File: config.mk
export PLATFORM = sky130hd
export DESIGN_NAME = alu_op_driver
export DESIGN_NICKNAME = d
export VERILOG_FILES = /design/src/rtl/alu_pkg.sv /design/src/rtl/alu_op_driver.sv
export SDC_FILE = /design/constraint.sdc
export NUM_CORES = 1
export LEC_CHECK = 0
export ABC_AREA = 0
export CORE_MARGIN = 2
export CORE_UTILIZATION = 40
export CTS_BUF_LIST = sky130_fd_sc_hd__clkbuf_8
export DETAILED_ROUTE_END_ITERATION = 8
export PLACE_DENSITY = 0.75
export SYNTH_ARGS = -nofsm -noshare
export SYNTH_HDL_FRONTEND = slang
export SYNTH_SLANG_ARGS = --single-unit
File: constraint.sdc
create_clock -name clk -period 4.2 [get_ports clk]
set_input_delay 0.84 -clock clk [delete_from_list [all_inputs] [get_ports clk]]
set_output_delay 0.84 -clock clk [all_outputs]
set_load 0.03 [all_outputs]
File: src/rtl/alu_pkg.sv
// Shared types and constants for the ALU operation driver: opcode width,
// FSM state encoding and bit positions inside the packed response flags.
package alu_pkg;

  localparam int OPW = 3;

  typedef enum logic [1:0] {
    IDLE   = 2'd0,
    SETTLE = 2'd1,
    RESP   = 2'd2
  } state_t;

  localparam int FLAG_Z    = 0;
  localparam int FLAG_C    = 1;
  localparam int FLAG_COUT = 2;

  function automatic logic [OPW-1:0] pack_flags(input logic z, input logic c, input logic cout);
    logic [OPW-1:0] f;
    f            = '0;
    f[FLAG_Z]    = z;
    f[FLAG_C]    = c;
    f[FLAG_COUT] = cout;
    return f;
  endfunction

endpackage

File: src/rtl/alu_op_driver.sv
// Sequential initiator for a combinational ALU: holds one command on the ALU inputs,
// waits SETTLE_CYC edges, then returns the sampled result. ALU_DRV_STATS_EN adds counters.
module alu_op_driver
  import alu_pkg::*;
#(
  parameter int N          = 8,
  parameter int SETTLE_CYC = 1
) (
  input  logic           clk,
  input  logic           rst_n,
  input  logic           cmd_valid,
  output logic           cmd_ready,
  input  logic [N-1:0]   cmd_a,
  input  logic [N-1:0]   cmd_b,
  input  logic [OPW-1:0] cmd_op,
  output logic [N-1:0]   alu_a,
  output logic [N-1:0]   alu_b,
  output logic [OPW-1:0] alu_opcode,
  input  logic [N-1:0]   alu_result,
  input  logic           alu_z,
  input  logic           alu_c,
  input  logic           alu_cout,
  output logic           rsp_valid,
  input  logic           rsp_ready,
  output logic [N-1:0]   rsp_result,
  output logic [OPW-1:0] rsp_flags,
`ifdef ALU_DRV_STATS_EN
  output logic [15:0]    stat_ops,
  output logic [15:0]    stat_zero,
`endif
  output logic [OPW-1:0] rsp_op
);

  // SETTLE_CYC is limited to 1..15 so the countdown fits the 4-bit counter.
  localparam logic [3:0] CNT_INIT = 4'(SETTLE_CYC - 1);

  state_t         state_q,      state_d;
  logic           cmd_ready_q,  cmd_ready_d;
  logic           rsp_valid_q,  rsp_valid_d;
  logic [3:0]     cnt_q,        cnt_d;
  logic [N-1:0]   alu_a_q,      alu_a_d;
  logic [N-1:0]   alu_b_q,      alu_b_d;
  logic [OPW-1:0] alu_op_q,     alu_op_d;
  logic [N-1:0]   rsp_result_q, rsp_result_d;
  logic [OPW-1:0] rsp_flags_q,  rsp_flags_d;
  logic [OPW-1:0] rsp_op_q,     rsp_op_d;

  always_ff @(posedge clk or negedge rst_n) begin
    if (!rst_n) begin
      state_q      <= IDLE;
      cmd_ready_q  <= 1'b0;
      rsp_valid_q  <= 1'b0;
      cnt_q        <= '0;
      alu_a_q      <= '0;
      alu_b_q      <= '0;
      alu_op_q     <= '0;
      rsp_result_q <= '0;
      rsp_flags_q  <= '0;
      rsp_op_q     <= '0;
    end else begin
      state_q      <= state_d;
      cmd_ready_q  <= cmd_ready_d;
      rsp_valid_q  <= rsp_valid_d;
      cnt_q        <= cnt_d;
      alu_a_q      <= alu_a_d;
      alu_b_q      <= alu_b_d;
      alu_op_q     <= alu_op_d;
      rsp_result_q <= rsp_result_d;
      rsp_flags_q  <= rsp_flags_d;
      rsp_op_q     <= rsp_op_d;
    end
  end

  always_comb begin
    state_d      = state_q;
    cmd_ready_d  = cmd_ready_q;
    rsp_valid_d  = rsp_valid_q;
    cnt_d        = cnt_q;
    alu_a_d      = alu_a_q;
    alu_b_d      = alu_b_q;
    alu_op_d     = alu_op_q;
    rsp_result_d = rsp_result_q;
    rsp_flags_d  = rsp_flags_q;
    rsp_op_d     = rsp_op_q;

    case (state_q)
      IDLE: begin
        // cmd_ready is registered so it first rises one edge after reset release.
        cmd_ready_d = 1'b1;
        if (cmd_valid && cmd_ready_q) begin
          alu_a_d     = cmd_a;
          alu_b_d     = cmd_b;
          alu_op_d    = cmd_op;
          cnt_d       = CNT_INIT;
          cmd_ready_d = 1'b0;
          state_d     = SETTLE;
        end
      end
      SETTLE: begin
        cmd_ready_d = 1'b0;
        if (cnt_q == 4'd0) begin
          rsp_result_d = alu_result;
          rsp_flags_d  = pack_flags(alu_z, alu_c, alu_cout);
          rsp_op_d     = alu_op_q;
          rsp_valid_d  = 1'b1;
          state_d      = RESP;
        end else begin
          cnt_d = cnt_q - 4'd1;
        end
      end
      RESP: begin
        cmd_ready_d = 1'b0;
        if (rsp_ready) begin
          rsp_valid_d = 1'b0;
          cmd_ready_d = 1'b1;
          state_d     = IDLE;
        end
      end
      default: begin
        state_d     = IDLE;
        cmd_ready_d = 1'b0;
        rsp_valid_d = 1'b0;
      end
    endcase
  end

  assign cmd_ready  = cmd_ready_q;
  assign rsp_valid  = rsp_valid_q;
  assign alu_a      = alu_a_q;
  assign alu_b      = alu_b_q;
  assign alu_opcode = alu_op_q;
  assign rsp_result = rsp_result_q;
  assign rsp_flags  = rsp_flags_q;
  assign rsp_op     = rsp_op_q;

`ifdef ALU_DRV_STATS_EN
  logic        rsp_fire;
  logic [15:0] stat_ops_q;
  logic [15:0] stat_zero_q;

  assign rsp_fire = rsp_valid_q && rsp_ready;

  // Saturating counters; only completed response handshakes are counted.
  always_ff @(posedge clk or negedge rst_n) begin
    if (!rst_n) begin
      stat_ops_q  <= '0;
      stat_zero_q <= '0;
    end else if (rsp_fire) begin
      if (stat_ops_q != 16'hFFFF) stat_ops_q <= stat_ops_q + 16'd1;
      if (rsp_flags_q[FLAG_Z] && (stat_zero_q != 16'hFFFF)) stat_zero_q <= stat_zero_q + 16'd1;
    end
  end

  assign stat_ops  = stat_ops_q;
  assign stat_zero = stat_zero_q;
`endif

endmodule
## Word level (Yosys, flattened, before mapping)

Index checks and enable logic that the tools add are counted.

- Word-level logic and storage cells: 40
- Memory bits (read-only): 0
- Memories kept: 0
- Bits of input ports: 34
- Output and inout bits: 35
- Register bits after elaboration: 41
- Latch bits: 0
- Bits in writable memories: 0

- Shift-type cells: 0
- Equality and inequality tests: 6
- Magnitude comparators: 0
- $mul: 0
- Bitwise operators: 1
- Div/mod/pow operators: 0
- $add $sub $neg: 1
- Reduce and logical (&&, ||, !) cells: 9
- Muxes and demuxes: 13

Operators by type and width:

| cell | count |
|---|---|
| AND reduction 3 bit | 3 |
| 2-to-1 mux 4 bit | 2 |
| inequality test 2 bit, second input constant | 4 |
| case mux 4 bit (2 select lines) | 1 |
| 2-to-1 mux 2 bit | 3 |
| case mux 2 bit (3 select lines) | 1 |
| logical NOT 4 bit | 1 |
| 2-to-1 mux 1 bit | 4 |
| AND reduction 2 bit | 2 |
| subtractor 4 x 1 -> 4 bit, second input constant | 1 |
| case mux 1 bit (3 select lines) | 1 |
| == test 2 x 1 -> 1 bit, second input constant | 1 |
| == test 2 bit, second input constant | 1 |
| logical NOT 2 bit | 1 |
| case mux 1 bit (2 select lines) | 1 |
| nonzero test 2 bit | 1 |
| logical AND 1 bit | 1 |
| NOT 1 bit | 1 |

## Depth between registers and ports, before layout

- Depth after elaboration: 3
- Gate-level depth with buffers: 7
- Mapped depth without buffers: 5

## Worst setup path after synthesis

OpenSTA, ideal clock, no wires.

- Path kind: input to register
- Start point: in cmd_valid
- End point: reg alu_a_q[0], in the netlist alu_a[0]
- Arrival: 1,613 ps
- Slack: 2,470 ps
- Cell stages on the path: 4
- Data required time: 4,083 ps
- Path buffers: 1
- Library setup time: 117 ps
- Cell sequence: or4bb_1 -> clkbuf_1 -> nand2_1 -> nand2_1

- Word-level cells in the longest chain between the ends: 2

RTL lines:

| what | line | RTL |
|---|---|---|
| from (decl) | alu_op_driver.sv:11 | `input logic cmd_valid,` |
| logical AND 1 bit | alu_op_driver.sv:90 | `if (cmd_valid && cmd_ready_q) begin` |
| AND reduction 2 bit (no source line) | - |  |
| to (signal assigned) | alu_op_driver.sv:65 | `alu_a_q <= alu_a_d;` |
| to (decl) | alu_op_driver.sv:41 | `logic [N-1:0] alu_a_q, alu_a_d;` |

No other way between the ends.
A chain may end at the register's enable or synchronous reset.

## Final worst setup path

- Start point: reg cmd_ready_q, in the netlist cmd_ready
- End point: out cmd_ready

RTL lines:

| what | line | RTL |
|---|---|---|
| from (decl) | alu_op_driver.sv:38 | `logic cmd_ready_q, cmd_ready_d;` |
| from (signal assigned) | alu_op_driver.sv:62 | `cmd_ready_q <= cmd_ready_d;` |
| to (decl) | alu_op_driver.sv:12 | `output logic cmd_ready,` |

No word-level cell between the ends.

==> impl_metrics.py <==
metrics = {
    "clocking": {
        "cts_buffers": 5,
        "cts_sinks": 41,
        "ctsHoldBuffers": 0,
        "clkLatencyLatePin_ns": 0.29,
        "clkSlewWorstSetupHoldPaths_ns": 0.07,
        "cts_tree": "built",
        "cts_root_buffer": "clkbuf_8",
        "post_cts_buffers": 0,
        "ctsHtreeMaxLevel": 2,
        "cts_max_path_buffers": 2,
        "cts.repair.resized": 0,
    },
    "cells_and_area": {
        "drive_gt1_share_pct": 11.7,
        "insertedDiodeCount": 0,
        "postLayoutCellArea_um2": 2490,
        "num-fill-cells": 335,
        "post-route-util_pct": 61.3,
        "finish.net_count": 257,
        "area_growth_pct": 46.3,
    },
    "detailed_routing": {
        "drtPass1Iterations": 4,
        "viasPerCell": 4.68,
        "routed-via-count": 1273,
        "drtAntennaViolNets": 0,
        "drtIter0Drc": 43,
        "wirelength_um": 3330,
        "wl_per_cell_um": 12.2,
        "drc": 0,
    },
    "grt": {
        "grt_max_degree": 42,
        "grtUsageTotal_pct": 15.3,
        "grt_pass1_wl_um": 5860,
        "grt-ovfl-total": 0,
        "antenna_found_initial": 0,
        "first_global_vias": 1287,
    },
    "sta": {
        "tightest_slew_ns": 0.857,
        "maxSlewHeadroom_pct": 42.9,
        "period_share_pct": 52.8,
        "layout_setup_ws_ns": 1.98,
        "final.setup.tns_ns": 0,
        "slew_violations": 0,
        "fin_skew_ns": 0.00498,
        "period_needed_ns": 2.22,
        "setup_viol": 0,
        "hold_viol": 0,
        "fmax_ghz": 0.451,
        "rsz0062_at_grt": "no",
    },
    "logic_synthesis": {
        "syn_area_um2": 1700,
        "ys_ff_latch": 41,
        "synth_warnings": 0,
        "synthesis.nets": 188,
        "synth_edf_count": 0,
        "syn_inst": 152,
        "synth-async-reset-ratio_pct": 100,
        "synth_cell_types": 23,
        "seq_area_frac_synth_pct": 60.4,
        "ys.flop_type": "dfrtp_1",
        "avgSynthCellArea_um2": 11.2,
    },
    "worst_setup_path": {
        "worstPathCellList": "clkdlybuf4s50_1",
        "criticalPathCategory": "reg -> out",
        "cp_max_fo": 4,
        "path_buf_inv": 1,
        "crit_cells": 1,
        "end_kind": "output pin",
        "rr_endpoint": "rsp_flags[0]",
        "cp-start-kind": "register",
        "crit_path_start": "cmd_ready",
        "cp.arrival_ns": 1.38,
        "crit_end": "cmd_ready",
        "worstPathRequired_ns": 3.36,
        "cpPeakStageDelay_ns": 0.69,
        "cp_top_family": "buffers and inverters",
        "crit_slowest_cell": "clkdlybuf4s50_1",
        "r2r_slack_ns": 2.20,
        "r2r_start": "cnt_q[0]",
        "reg2reg_depth": 5,
    },
    "pwr": {
        "powerDensity_nw_per_um2": 830,
        "leakage_nw": 1.20,
        "peakVddDrop_uv": 390,
        "finalPower_w": 0.00206,
    },
    "floorplanning": {
        "die_w_um": 69.2,
        "dieArea_um2": 4790,
        "rows": 23,
        "ios": 69,
        "start_util_pct": 41.9,
        "core-area_um2": 4060,
        "die_y_um": 69.2,
    },
    "hold_path": {
        "min_path_type": "reg -> reg",
    },
    "flow_run": {
        "maxCapViolCount": 0,
    },
    "placed_design": {
        "dp_slack_ns": 1.69,
        "place_congestion": 0.701,
        "dp_hpwl_um": 2350,
        "placed_area_um2": 2390,
        "io_buffers": 68,
    },
    "run_status": {
        "status": "finished clean",
    },
}
## layout make-up
type / count / area (um^2) / area share, %
Sequential cell: 41 / 1030 / 41.3
Timing Repair Buffer: 68 / 676 / 27.2
Multi-Input combinational cell: 101 / 611 / 24.6
Clock buffer: 6 / 82.6 / 3.32
Tap cell: 50 / 62.6 / 2.52
Inverter: 4 / 15.0 / 0.604
Clock inverter: 2 / 13.8 / 0.554
## metal layers
layer  up-vias  share of wire (%)  global-route usage [%]
met4         0                1.9                    6.54
met3         8                9.4                    5.81
li1        625                  -                       -
met2        53                 43                    23.6
met5         -                  0                       0
met1       587                 45                    19.2
## worst min path at each step
stage	start	to	slack [ns]	depth (start not counted)
final	alu_b[1]	alu_b[1]	0.48	2
after global routing	alu_a[3]	alu_a[3]	0.51	2
after CTS	alu_a[4]	alu_a[4]	0.48	2
after detailed placement	alu_a[4]	alu_a[4]	0.46	2
after global placement	alu_b[5]	alu_b[5]	0.46	2
after floorplan	cnt_q[0]	cnt_q[0]	0.47	1
## placed cells by master (no fill, tap or decap), drive strengths merged, types with 2 or more instances in the layout
cell            n
o21ai           3
ha              2
clkdlybuf4s50  67
nor2            3
nand2b          2
nand2          64
clkbuf          6
mux2           15
dfrtp          41
clkinv          2
inv             4
mux2i           3
a21oi           2
## sequential cells by signal (all words and copies together) (netlist names)
signal and flops:
cmd_ready 1, alu_b 8, rsp_flags 3, rsp_valid 1, rsp_op 3, cnt_q 4, rsp_result 8, alu_a 8
alu_opcode 3, state_q 2
## kinds of logic (layout without fill, tap and decap cells)
family / after synthesis / in the layout / synth area share (%)
AOI/OAI and AO/OA: 7 / 7 / 2.58
adders and majority gates: 2 / 2 / 1.47
buffers and inverters: 10 / 80 / 3.68
DFF: 41 / 41 / 60.4
muxes: 18 / 18 / 13.5
and+or+nand+nor: 74 / 74 / 18.4
## cell usage after synthesis, types with 2 or more instances
library cell / number / area share (%)
nand2_1: 64 / 14
clkbuf_1: 3 / 0.66
dfrtp_1: 41 / 60
nor2_1: 3 / 0.66
mux2_4: 8 / 7.1
a21oi_1: 2 / 0.59
inv_1: 4 / 0.88
o21ai_0: 3 / 0.88
ha_1: 2 / 1.5
mux2i_1: 3 / 1.8
mux2_2: 7 / 4.6
## where the power goes
group	switching, W	internal, W	total, W
Clock	0.000128	0.000133	0.000261
Sequential	0.000126	0.000586	0.000712
Combinational	0.000589	0.000502	0.00109
## per-stage QoR
step | std cells | hold slack, ns
floorplan | 152 | 0.469
global placement | 264 | 0.457
detailed placement | 264 | 0.462
CTS | 272 | 0.482
global route | 272 | 0.508
finish | 272 | 0.478
(Power assumes the default switching activity.)
